$ cat src/rtl/sram_bank_ctrl_if.sv
// sram_bank_ctrl_if: bus, retention and sram-side signals of one bank controller
interface sram_bank_ctrl_if #(
    parameter int NumWords  = 8192,
    parameter int AddrWidth = $clog2(NumWords)
);
    logic                 bus_req;
    logic                 bus_gnt;
    logic                 bus_we;
    logic [AddrWidth-1:0] bus_addr;
    logic [31:0]          bus_wdata;
    logic [3:0]           bus_be;
    logic                 bus_rvalid;
    logic [31:0]          bus_rdata;
    logic                 ret_req;
    logic                 ret_ack;
    logic                 sram_req;
    logic                 sram_we;
    logic [AddrWidth-1:0] sram_addr;
    logic [31:0]          sram_wdata;
    logic [3:0]           sram_be;
    logic                 sram_set_retentive_n;
    logic [31:0]          sram_rdata;

    modport master (
        output bus_req, bus_we, bus_addr, bus_wdata, bus_be, ret_req, sram_rdata,
        input  bus_gnt, bus_rvalid, bus_rdata, ret_ack,
        input  sram_req, sram_we, sram_addr, sram_wdata, sram_be, sram_set_retentive_n
    );

    modport slave (
        input  bus_req, bus_we, bus_addr, bus_wdata, bus_be, ret_req, sram_rdata,
        output bus_gnt, bus_rvalid, bus_rdata, ret_ack,
        output sram_req, sram_we, sram_addr, sram_wdata, sram_be, sram_set_retentive_n
    );
endinterface

$ cat src/rtl/sram_bank_ctrl.sv
// sram_bank_ctrl: bus front-end for one sram bank with retention sequencing and wake-up settle time
module sram_bank_ctrl #(
    parameter int NumWords      = 8192,
    parameter int AddrWidth     = $clog2(NumWords),
    parameter int WakeupCycles  = 4,
    parameter int IdleRetCycles = 0
) (
    input logic             clk,
    input logic             rst,
    sram_bank_ctrl_if.slave bus
);
    localparam int MaxCnt   = (WakeupCycles > IdleRetCycles) ? WakeupCycles : IdleRetCycles;
    localparam int CntWidth = $clog2(MaxCnt + 1);
    localparam logic [CntWidth-1:0] WakeInit = CntWidth'(WakeupCycles);
    localparam logic [CntWidth-1:0] IdleMax  = CntWidth'(IdleRetCycles);
    localparam logic [CntWidth-1:0] CntOne   = CntWidth'(1);

    typedef enum logic [1:0] {WAKEUP, ACTIVE, RETENTIVE} state_t;

    state_t               state, state_next;
    logic [CntWidth-1:0]  wake_cnt, wake_cnt_next, idle_cnt, idle_cnt_next;
    logic                 auto_ret, auto_ret_next;
    logic                 gnt, rvalid, read_q, ret_n;
    logic [AddrWidth-1:0] addr;

    always_comb begin
        state_next    = state;
        wake_cnt_next = wake_cnt;
        idle_cnt_next = '0;
        auto_ret_next = auto_ret;
        gnt           = 1'b0;
        case (state)
            WAKEUP: begin
                if (wake_cnt <= CntOne) state_next = ACTIVE;
                else wake_cnt_next = wake_cnt - CntOne;
            end
            ACTIVE: begin
                gnt           = bus.bus_req & ~bus.ret_req;
                idle_cnt_next = bus.bus_req ? '0 : (idle_cnt == IdleMax ? idle_cnt : idle_cnt + CntOne);
                if (bus.ret_req) begin
                    state_next    = RETENTIVE;
                    auto_ret_next = 1'b0;
                    idle_cnt_next = '0;
                end else if (IdleRetCycles != 0 && idle_cnt_next == IdleMax) begin
                    state_next    = RETENTIVE;
                    auto_ret_next = 1'b1;
                    idle_cnt_next = '0;
                end
            end
            RETENTIVE: begin
                // auto-entered retention is only left when there is traffic to serve
                if (!bus.ret_req && (!auto_ret || bus.bus_req)) begin
                    state_next    = WAKEUP;
                    wake_cnt_next = WakeInit;
                end
            end
            default: state_next = WAKEUP;
        endcase
    end

    always_ff @(posedge clk) begin
        if (rst) begin
            state    <= WAKEUP;
            wake_cnt <= WakeInit;
            idle_cnt <= '0;
            auto_ret <= 1'b0;
            rvalid   <= 1'b0;
            read_q   <= 1'b0;
            ret_n    <= 1'b1;
        end else begin
            state    <= state_next;
            wake_cnt <= wake_cnt_next;
            idle_cnt <= idle_cnt_next;
            auto_ret <= auto_ret_next;
            rvalid   <= gnt;
            read_q   <= gnt & ~bus.bus_we;
            ret_n    <= state_next != RETENTIVE;
        end
    end

    assign addr                     = bus.bus_addr;
    assign bus.bus_gnt              = gnt;
    assign bus.sram_req             = gnt;
    assign bus.sram_we              = bus.bus_we;
    assign bus.sram_addr            = addr;
    assign bus.sram_wdata           = bus.bus_wdata;
    assign bus.sram_be              = bus.bus_be;
    assign bus.bus_rvalid           = rvalid;
    assign bus.bus_rdata            = (rvalid & read_q) ? bus.sram_rdata : '0;
    assign bus.ret_ack              = ~ret_n;
    assign bus.sram_set_retentive_n = ret_n;
endmodule

$ cat src/flat_wrapper.sv
// flat-port wrapper written by rule: the top's interface ports become plain ports
module sram_bank_ctrl_flat 
#(
    parameter int NumWords      = 8192,
    parameter int AddrWidth     = $clog2(NumWords),
    parameter int WakeupCycles  = 4,
    parameter int IdleRetCycles = 0
)
  (clk, rst, bus_bus_req, bus_bus_we, bus_bus_addr, bus_bus_wdata, bus_bus_be, bus_ret_req, bus_sram_rdata, bus_bus_gnt, bus_bus_rvalid, bus_bus_rdata, bus_ret_ack, bus_sram_req, bus_sram_we, bus_sram_addr, bus_sram_wdata, bus_sram_be, bus_sram_set_retentive_n);
  sram_bank_ctrl_if #(.NumWords(NumWords), .AddrWidth(AddrWidth)) bus_i ();
  input logic clk;
  input logic rst;
  input wire logic [$bits(bus_i.bus_req)-1:0] bus_bus_req;
  input wire logic [$bits(bus_i.bus_we)-1:0] bus_bus_we;
  input wire logic [$bits(bus_i.bus_addr)-1:0] bus_bus_addr;
  input wire logic [$bits(bus_i.bus_wdata)-1:0] bus_bus_wdata;
  input wire logic [$bits(bus_i.bus_be)-1:0] bus_bus_be;
  input wire logic [$bits(bus_i.ret_req)-1:0] bus_ret_req;
  input wire logic [$bits(bus_i.sram_rdata)-1:0] bus_sram_rdata;
  output wire logic [$bits(bus_i.bus_gnt)-1:0] bus_bus_gnt;
  output wire logic [$bits(bus_i.bus_rvalid)-1:0] bus_bus_rvalid;
  output wire logic [$bits(bus_i.bus_rdata)-1:0] bus_bus_rdata;
  output wire logic [$bits(bus_i.ret_ack)-1:0] bus_ret_ack;
  output wire logic [$bits(bus_i.sram_req)-1:0] bus_sram_req;
  output wire logic [$bits(bus_i.sram_we)-1:0] bus_sram_we;
  output wire logic [$bits(bus_i.sram_addr)-1:0] bus_sram_addr;
  output wire logic [$bits(bus_i.sram_wdata)-1:0] bus_sram_wdata;
  output wire logic [$bits(bus_i.sram_be)-1:0] bus_sram_be;
  output wire logic [$bits(bus_i.sram_set_retentive_n)-1:0] bus_sram_set_retentive_n;
  assign bus_i.bus_req = bus_bus_req;
  assign bus_i.bus_we = bus_bus_we;
  assign bus_i.bus_addr = bus_bus_addr;
  assign bus_i.bus_wdata = bus_bus_wdata;
  assign bus_i.bus_be = bus_bus_be;
  assign bus_i.ret_req = bus_ret_req;
  assign bus_i.sram_rdata = bus_sram_rdata;
  assign bus_bus_gnt = bus_i.bus_gnt;
  assign bus_bus_rvalid = bus_i.bus_rvalid;
  assign bus_bus_rdata = bus_i.bus_rdata;
  assign bus_ret_ack = bus_i.ret_ack;
  assign bus_sram_req = bus_i.sram_req;
  assign bus_sram_we = bus_i.sram_we;
  assign bus_sram_addr = bus_i.sram_addr;
  assign bus_sram_wdata = bus_i.sram_wdata;
  assign bus_sram_be = bus_i.sram_be;
  assign bus_sram_set_retentive_n = bus_i.sram_set_retentive_n;
  sram_bank_ctrl #(.NumWords(NumWords), .AddrWidth(AddrWidth), .WakeupCycles(WakeupCycles), .IdleRetCycles(IdleRetCycles)) u_core (.clk(clk), .rst(rst), .bus(bus_i));
endmodule
$ cat config.mk
export PLATFORM = sky130hd
export DESIGN_NAME = sram_bank_ctrl_flat
export DESIGN_NICKNAME = d
export VERILOG_FILES = /design/src/rtl/sram_bank_ctrl_if.sv /design/src/rtl/sram_bank_ctrl.sv /design/src/flat_wrapper.sv
export SDC_FILE = /design/constraint.sdc
export NUM_CORES = 1
export LEC_CHECK = 0
export ABC_AREA = 0
export BUFFER_PORTS_ARGS = -buffer_cell sky130_fd_sc_hd__buf_4
export CORE_AREA = 4 4 65 67
export CTS_BUF_LIST = sky130_fd_sc_hd__clkbuf_4
export DETAILED_ROUTE_END_ITERATION = 6
export DIE_AREA = 0 0 69 71
export PLACE_DENSITY = 0.82
export SYNTH_ARGS = -nofsm -noshare
export SYNTH_HDL_FRONTEND = slang
export SYNTH_SLANG_ARGS = --single-unit
$ cat constraint.sdc
create_clock -name clk -period 3.7 [get_ports clk]
set_clock_uncertainty 0.05 [all_clocks]
set_input_delay 0.37 -clock clk [delete_from_list [all_inputs] [get_ports clk]]
set_output_delay 0.37 -clock clk [all_outputs]
set_load 0.01 [all_outputs]
==> results of run 1 <==
==> how the worst max path moves through the flow <==
stage                           from           endpoint  slack, ns  cells after the start
2_1_floorplan        u_core.state[0]       bus_sram_req       2.24                      4
3_3_place_gp   u_core.bus.bus_rvalid  bus_bus_rdata[26]       2.12                      2
3_5_place_dp   u_core.bus.bus_rvalid  bus_bus_rdata[17]       2.06                      2
4_1_cts        u_core.bus.bus_rvalid  bus_bus_rdata[17]       1.78                      2
5_1_grt        u_core.bus.bus_rvalid   bus_bus_rdata[1]       1.67                      2
6_report       u_core.bus.bus_rvalid  bus_bus_rdata[30]       1.79                      2
==> metrics by stage <==
| step | power, mW | utilization | hold slack (ns) | worst slack, ns |
|---|---|---|---|---|
| after CTS | 0.4052 | 0.3413 | 0.2513 | 1.784 |
| final | 0.4040 | 0.3413 | 0.2440 | 1.793 |
| after global placement | 0.3310 | 0.3351 | 0.4687 | 2.120 |
| after global routing | 0.4467 | 0.3413 | 0.2464 | 1.666 |
| after floorplan | 0.3309 | - | 0.3916 | 2.237 |
| after detailed placement | 0.3362 | 0.3351 | 0.4905 | 2.058 |
==> flip-flops by register name, summed over array words and instances (netlist names) <==
register                         flops
u_core.state                         2
u_core.read_q                        1
u_core.bus.bus_rvalid                1
u_core.bus.sram_set_retentive_n      1
u_core.wake_cnt                      3
==> layout by cell type (no fill, tap or decap), drive strengths merged <==
master	instances
a211oi	2
a21oi	1
a221oi	1
a311o	1
a31oi	1
and3	32
buf	74
clkbuf	3
dfxtp	8
ha	2
inv	5
nand2	2
nand2b	3
nand3b	1
nor2	5
nor2b	3
nor3	1
nor3b	1
nor4	2
o2111a	1
o21ai	4
or2	1
xor2	1
==> kinds of logic (layout without fill, tap and decap cells) <==
kind of cell             Yosys count  count (layout)  share of synthesized area
AO/OA/AOI/OAI                     11              11                    0.07824
AND/OR/NAND/NOR                   51              51                     0.3020
adder cells (fa/ha/maj)            2               2                    0.02445
XOR/XNOR                           1               1                   0.008559
buffers and inverters             64              82                     0.4303
flip-flops                         8               8                     0.1565
==> area by class of cell <==
| class | instances | area (µm²) | area share |
|---|---|---|---|
| flip-flops and latches | 8 | 160.2 | 0.1292 |
| multi-input cells | 65 | 422.9 | 0.3411 |
| inverters | 5 | 18.77 | 0.01514 |
| repair buffers | 74 | 555.5 | 0.4480 |
| well taps | 48 | 60.06 | 0.04844 |
| clock buffers | 3 | 22.52 | 0.01816 |
==> power by group through the flow <==
stage	Sequential (mW)	Combinational [mW]	Clock, mW
2_1_floorplan	0.130	0.201	0
3_3_place_gp	0.152	0.180	0
3_5_place_dp	0.153	0.183	0
4_1_cts	0.151	0.183	0.0707
5_1_grt	0.159	0.212	0.0762
6_report	0.153	0.183	0.0682
==> critical path, delay by kind of cell (launching register included) <==
kind	cells	cell delay, ns
flops	1	0.84
buf+inv	1	0.12
simple gates	1	0.27
==> routing by layer <==
metal,global-route usage,up-vias,share of wire
met1,0.1106,393,0.37
li1,-,446,-
met3,0.09659,6,0.16
met4,0.03688,0,0.0099
met2,0.1695,88,0.46
met5,0,-,0
==> impl_metrics.py, run 1 <==
metrics = {
    "outcome": {
        "outcome": "complete, no violations",
    },
    "hold_path": {
        "hp-start": "bus_bus_we",
        "worst_hold_path_type": "input port to flop",
        "hold-path-endpoint": "u_core.read_q",
        "hold_depth": 2,
    },
    "pwr": {
        "power_frac_comb": 0.453,
        "power.sequential.fraction": 0.378,
        "power_switching_share": 0.3800,
        "power.net_switching_uw": 153.5,
        "internal_power_uw": 250.5,
        "power.density_cell_area_mw_per_mm2": 325.8,
        "power.ir.vdd_worst_v": 0.0003122,
        "power.static_leakage_nw": 0.7470,
        "power.clock.fraction": 0.169,
    },
    "sta": {
        "tns_ns": 0,
        "timing.final.crit_share": 0.5154,
        "final_max_slew_viol_count": 0,
        "final.min_clock_period_ns": 1.907,
        "worst_pin_slew_ns": 0.8040,
        "worst_slew_margin_rel": 0.4633,
        "finalSetupViolCount": 0,
        "final-hold-violation-count": 0,
        "rsz0062_at_grt": "no",
        "max_clock_freq_mhz": 524.3,
    },
    "clock_network": {
        "cts_hold_repair.buffers": 0,
        "cts_made_buffers": 3,
        "cts_resized": 0,
        "clock-sinks": 8,
        "cts-root-buf": "clkbuf_4",
        "cts_setup_buffers": 0,
        "clk_pin_slew_ns": 0.05,
        "cts.path.max_buffers": 2,
        "clock_insertion_delay_worst_skew_ns": 0.26,
        "tritoncts": "done",
        "cts-htree-levels": 1,
    },
    "global_routing": {
        "grt_first_pass_wirelength_mm": 4.485,
        "grt-ovfl-total": 0,
        "grt_use_total": 0.1108,
        "antenna_found_initial": 0,
        "grt_max_degree": 34,
        "vias_in_the_first_global_route": 900,
    },
    "setup_path": {
        "critical_path.max_fanout": 33,
        "worst_r2r_endpoint": "u_core.wake_cnt[1]",
        "setup.worst_path.end_class": "output pin",
        "cp_cell_sequence": "and3_1 -> buf_4",
        "data_required_critical_path_ns": 3.28,
        "reg2regPathDepth": 5,
        "worst_ep_arrival_time_ns": 1.49,
        "criticalPathCategory": "flop to output pin",
        "critPathLaunchType": "flop",
        "critPathMaxStageDelay_ns": 0.84,
        "worst_path_slowest_cell": "dfxtp_1",
        "worst_r2r_startpoint": "u_core.wake_cnt[0]",
        "rrSetupSlack_ns": 2.32,
    },
    "routing": {
        "via_count": 933,
        "postRouteAntennaNets": 0,
        "routedWlPerCell_um": 14.44,
        "wirelength_mm": 2.932,
        "first_pass_iters": 4,
        "drtIter0Drc": 23,
        "vias_per_std_cell": 4.596,
        "drc": 0,
    },
    "job": {
        "max_cap_violations": 0,
    },
    "floorplanning": {
        "initial_utilization": 0.2817,
        "area_of_the_core_mm2": 0.003633,
        "die_x_um": 69,
        "ios": 173,
        "rows": 22,
        "die_height_um": 71,
        "fp.dieArea_mm2": 0.004899,
    },
    "synth": {
        "yosysMostFrequentCell": "buf_4",
        "synth-seq-area-share": 0.1565,
        "synth-seq-cells": 8,
        "post_synth_instance_area_mm2": 0.001023,
        "yosys_warnings": 0,
        "ys.flop_type": "dfxtp_1",
        "gate_count_of_the_mapped_netlist": 137,
        "synth-edff-count": 0,
        "yosys.area.top_type": "buf_4",
        "syn-num-nets": 225,
        "asyncSetResetFlopFracSynth": 0,
        "avgSynthCellArea_um2": 7.471,
        "synth_top_cell_area_share": 0.3741,
        "synth_cell_count_leaders": "buf_4, and3_1, dfxtp_1",
        "yosysUniqueCellTypes": 27,
        "netlist_top_cells_area": "buf_4, and3_1, dfxtp_1, ha_1, clkbuf_1",
    },
    "finish": {
        "design_area_mm2": 0.001240,
        "antennaDiodeCount": 0,
        "stdcell_count": 203,
        "finish.net_count": 245,
        "num-fill-cells": 385,
        "final_layout_size_suffix_gt1_frac": 0.5097,
        "synthToLayoutAreaGrowth_pct": 21.15,
    },
    "placement": {
        "port-buffer-count": 74,
        "placed_area_mm2": 0.001217,
        "gp_routability_congestion": 0.8964,
        "dp.cells": 200,
        "hpwlAfterDp_mm": 2.380,
    },
}
No activity file was read; power rests on OpenSTA's default activity.
==> run 2: changes to the inputs <==
- CORE_AREA: 4 4 65 67 -> default
- CORE_ASPECT_RATIO: default -> 1.25
- CORE_MARGIN: default -> 4
- CORE_UTILIZATION: default -> 26
- DIE_AREA: 0 0 69 71 -> default
- PLACE_DENSITY: 0.82 -> 0.8
- clock period: 3.7 -> 1.7 ns (I/O delays scaled with it)
==> run 2 against run 1 <==
Total power up 120%. Setup slack got worse by 1.7 ns. Sequential power grew 110%. Routed wire length is 1.7% lower. Count of clock-buffer cells in the layout unchanged. First-iteration DRC count is 39% lower. Largest cell class unchanged. Hold slack got worse by 0.22 ns. Critical endpoint is now bus_sram_req.
==> impl_metrics.py, run 2 (synthesis results as in run 1) <==
metrics = {
    "outcome": {
        "outcome": "complete, no violations",
    },
    "job": {
        "max_cap_violations": 0,
    },
    "global_routing": {
        "grt_max_degree": 34,
        "grt-ovfl-total": 0,
        "grt_use_total": 0.1096,
        "antenna_found_initial": 0,
        "grt_first_pass_wirelength_mm": 4.512,
        "vias_in_the_first_global_route": 906,
    },
    "setup_path": {
        "reg2regPathDepth": 5,
        "worst-path-stages": 3,
        "worst_r2r_endpoint": "u_core.wake_cnt[1]",
        "setup.worst_path.end_class": "output pin",
        "critPathMaxStageDelay_ns": 0.49,
        "critical_path.top_delay_family": "flip-flops",
        "worst_r2r_startpoint": "u_core.wake_cnt[0]",
        "worst_ep_arrival_time_ns": 1.37,
        "rrSetupSlack_ns": 0.25,
        "cp_cell_sequence": "nand2_1 -> nor3_1 -> buf_4",
        "critPathLaunchType": "flop",
        "critical_path_buf_inv_count": 1,
        "worst_path_slowest_cell": "dfxtp_1",
        "cp-endpoint": "bus_sram_req",
        "critical_path.max_fanout": 9,
        "criticalPathCategory": "flop to output pin",
        "critical_path.startpoint": "u_core.state[0]",
        "data_required_critical_path_ns": 1.48,
    },
    "finish": {
        "antennaDiodeCount": 0,
        "finish.net_count": 247,
        "largest_register_ffs": 3,
        "layout_top_registers": "u_core.wake_cnt (3), u_core.state (2)",
        "seq_cell_area_um2": 160.2,
        "area_of_the_multi_input_gates_um2": 422.9,
        "top_reg_by_flops": "u_core.wake_cnt",
        "num-fill-cells": 398,
        "commonest_non_fill_non_tap_cell_in_the_layout": "buf_4",
        "mostFrequentLayoutCells": "buf_4, and3_1, dfxtp_1",
        "synthToLayoutAreaGrowth_pct": 23.35,
        "final_layout_size_suffix_gt1_frac": 0.5159,
        "final_util": 0.3336,
    },
    "routing": {
        "via_count": 968,
        "wirelength_mm": 2.882,
        "drc": 0,
        "vias_per_std_cell": 4.588,
        "drtIter0Drc": 14,
        "postRouteAntennaNets": 0,
        "routedWlPerCell_um": 13.66,
        "first_pass_iters": 5,
    },
    "floorplanning": {
        "ios": 173,
        "area_of_the_core_mm2": 0.003785,
        "initial_utilization": 0.2704,
        "die_height_um": 78.15,
        "die_x_um": 64.12,
        "fp.dieArea_mm2": 0.005010,
        "rows": 25,
    },
    "pwr": {
        "power.static_leakage_nw": 0.7579,
        "finalPower_uw": 908.1,
        "power.ir.vdd_worst_v": 0.0005091,
        "power.density_cell_area_mw_per_mm2": 719.3,
    },
    "hold_path": {
        "worst_hold_path_type": "input port to flop",
        "hold_depth": 2,
    },
    "sta": {
        "tns_ns": 0,
        "final_max_slew_viol_count": 0,
        "finalSetupViolCount": 0,
        "worst_pin_slew_ns": 0.3665,
        "final.min_clock_period_ns": 1.585,
        "timing.final.crit_share": 0.9324,
        "max_clock_freq_mhz": 630.9,
        "rsz0062_at_grt": "no",
        "worst_slew_margin_rel": 0.7554,
        "worst_setup_slack_after_layout_ns": 0.1149,
        "final-hold-violation-count": 0,
    },
    "clock_network": {
        "clock_insertion_delay_worst_skew_ns": 0.26,
        "cts_hold_repair.buffers": 0,
        "tritoncts": "done",
        "cts_setup_buffers": 0,
        "cts-htree-levels": 1,
        "clk_pin_slew_ns": 0.05,
        "cts_made_buffers": 3,
        "clock-sinks": 8,
        "cts_resized": 0,
        "cts.path.max_buffers": 2,
        "cts-root-buf": "clkbuf_4",
    },
    "placement": {
        "gp_routability_congestion": 0.8758,
        "dpl_worst_slack_ns": 0.3094,
        "port-buffer-count": 74,
        "hpwlAfterDp_mm": 2.327,
    },
}
==> run 2: final cells by class <==
cell class                 count  area share
tap                           54     0.05352
multi-input combinational     65      0.3350
inverter                       5     0.01487
timing repair buffer          76      0.4519
clock buffer                   3     0.01784
sequential                     8      0.1269
==> run 2: where the power goes <==
part           leakage [nW]  internal [mW]  switching [mW]  total [mW]
Clock                0.0138         0.0811          0.0699       0.151
Sequential           0.0656          0.241          0.0781       0.319
Combinational         0.679          0.228           0.209       0.438
Total                 0.758          0.551           0.357       0.908
==> run 2: through the flow <==
step,std cells,instance area (µm²),hold slack (ns)
4_1_cts,211,1262,0.02163
3_3_place_gp,208,1240,0.2865
5_1_grt,211,1262,0.02079
2_1_floorplan,137,1023,0.1916
6_report,211,1262,0.02049
3_5_place_dp,208,1240,0.2901
==> run 2: worst min path at each step <==
stage / end / slack [ns] / startpoint
floorplan: u_core.read_q / 0.19 / bus_bus_we
detailed placement: bus_sram_addr[0] / 0.29 / bus_bus_addr[0]
global route: u_core.read_q / 0.02 / bus_bus_we
global placement: u_core.read_q / 0.29 / bus_bus_we
finish: u_core.read_q / 0.02 / bus_bus_we
CTS: u_core.read_q / 0.02 / bus_bus_we
==> run 2: metal layers <==
metal  global-route usage  part of all wire  vias to the layer above  wire [µm]
met5                    0                 0                        -          0
met4              0.05285             0.037                        0        107
met3              0.07582              0.20                       15        564
met2               0.1758              0.45                       97       1295
met1               0.1063              0.32                      404        915
li1                     -                 -                      452          -
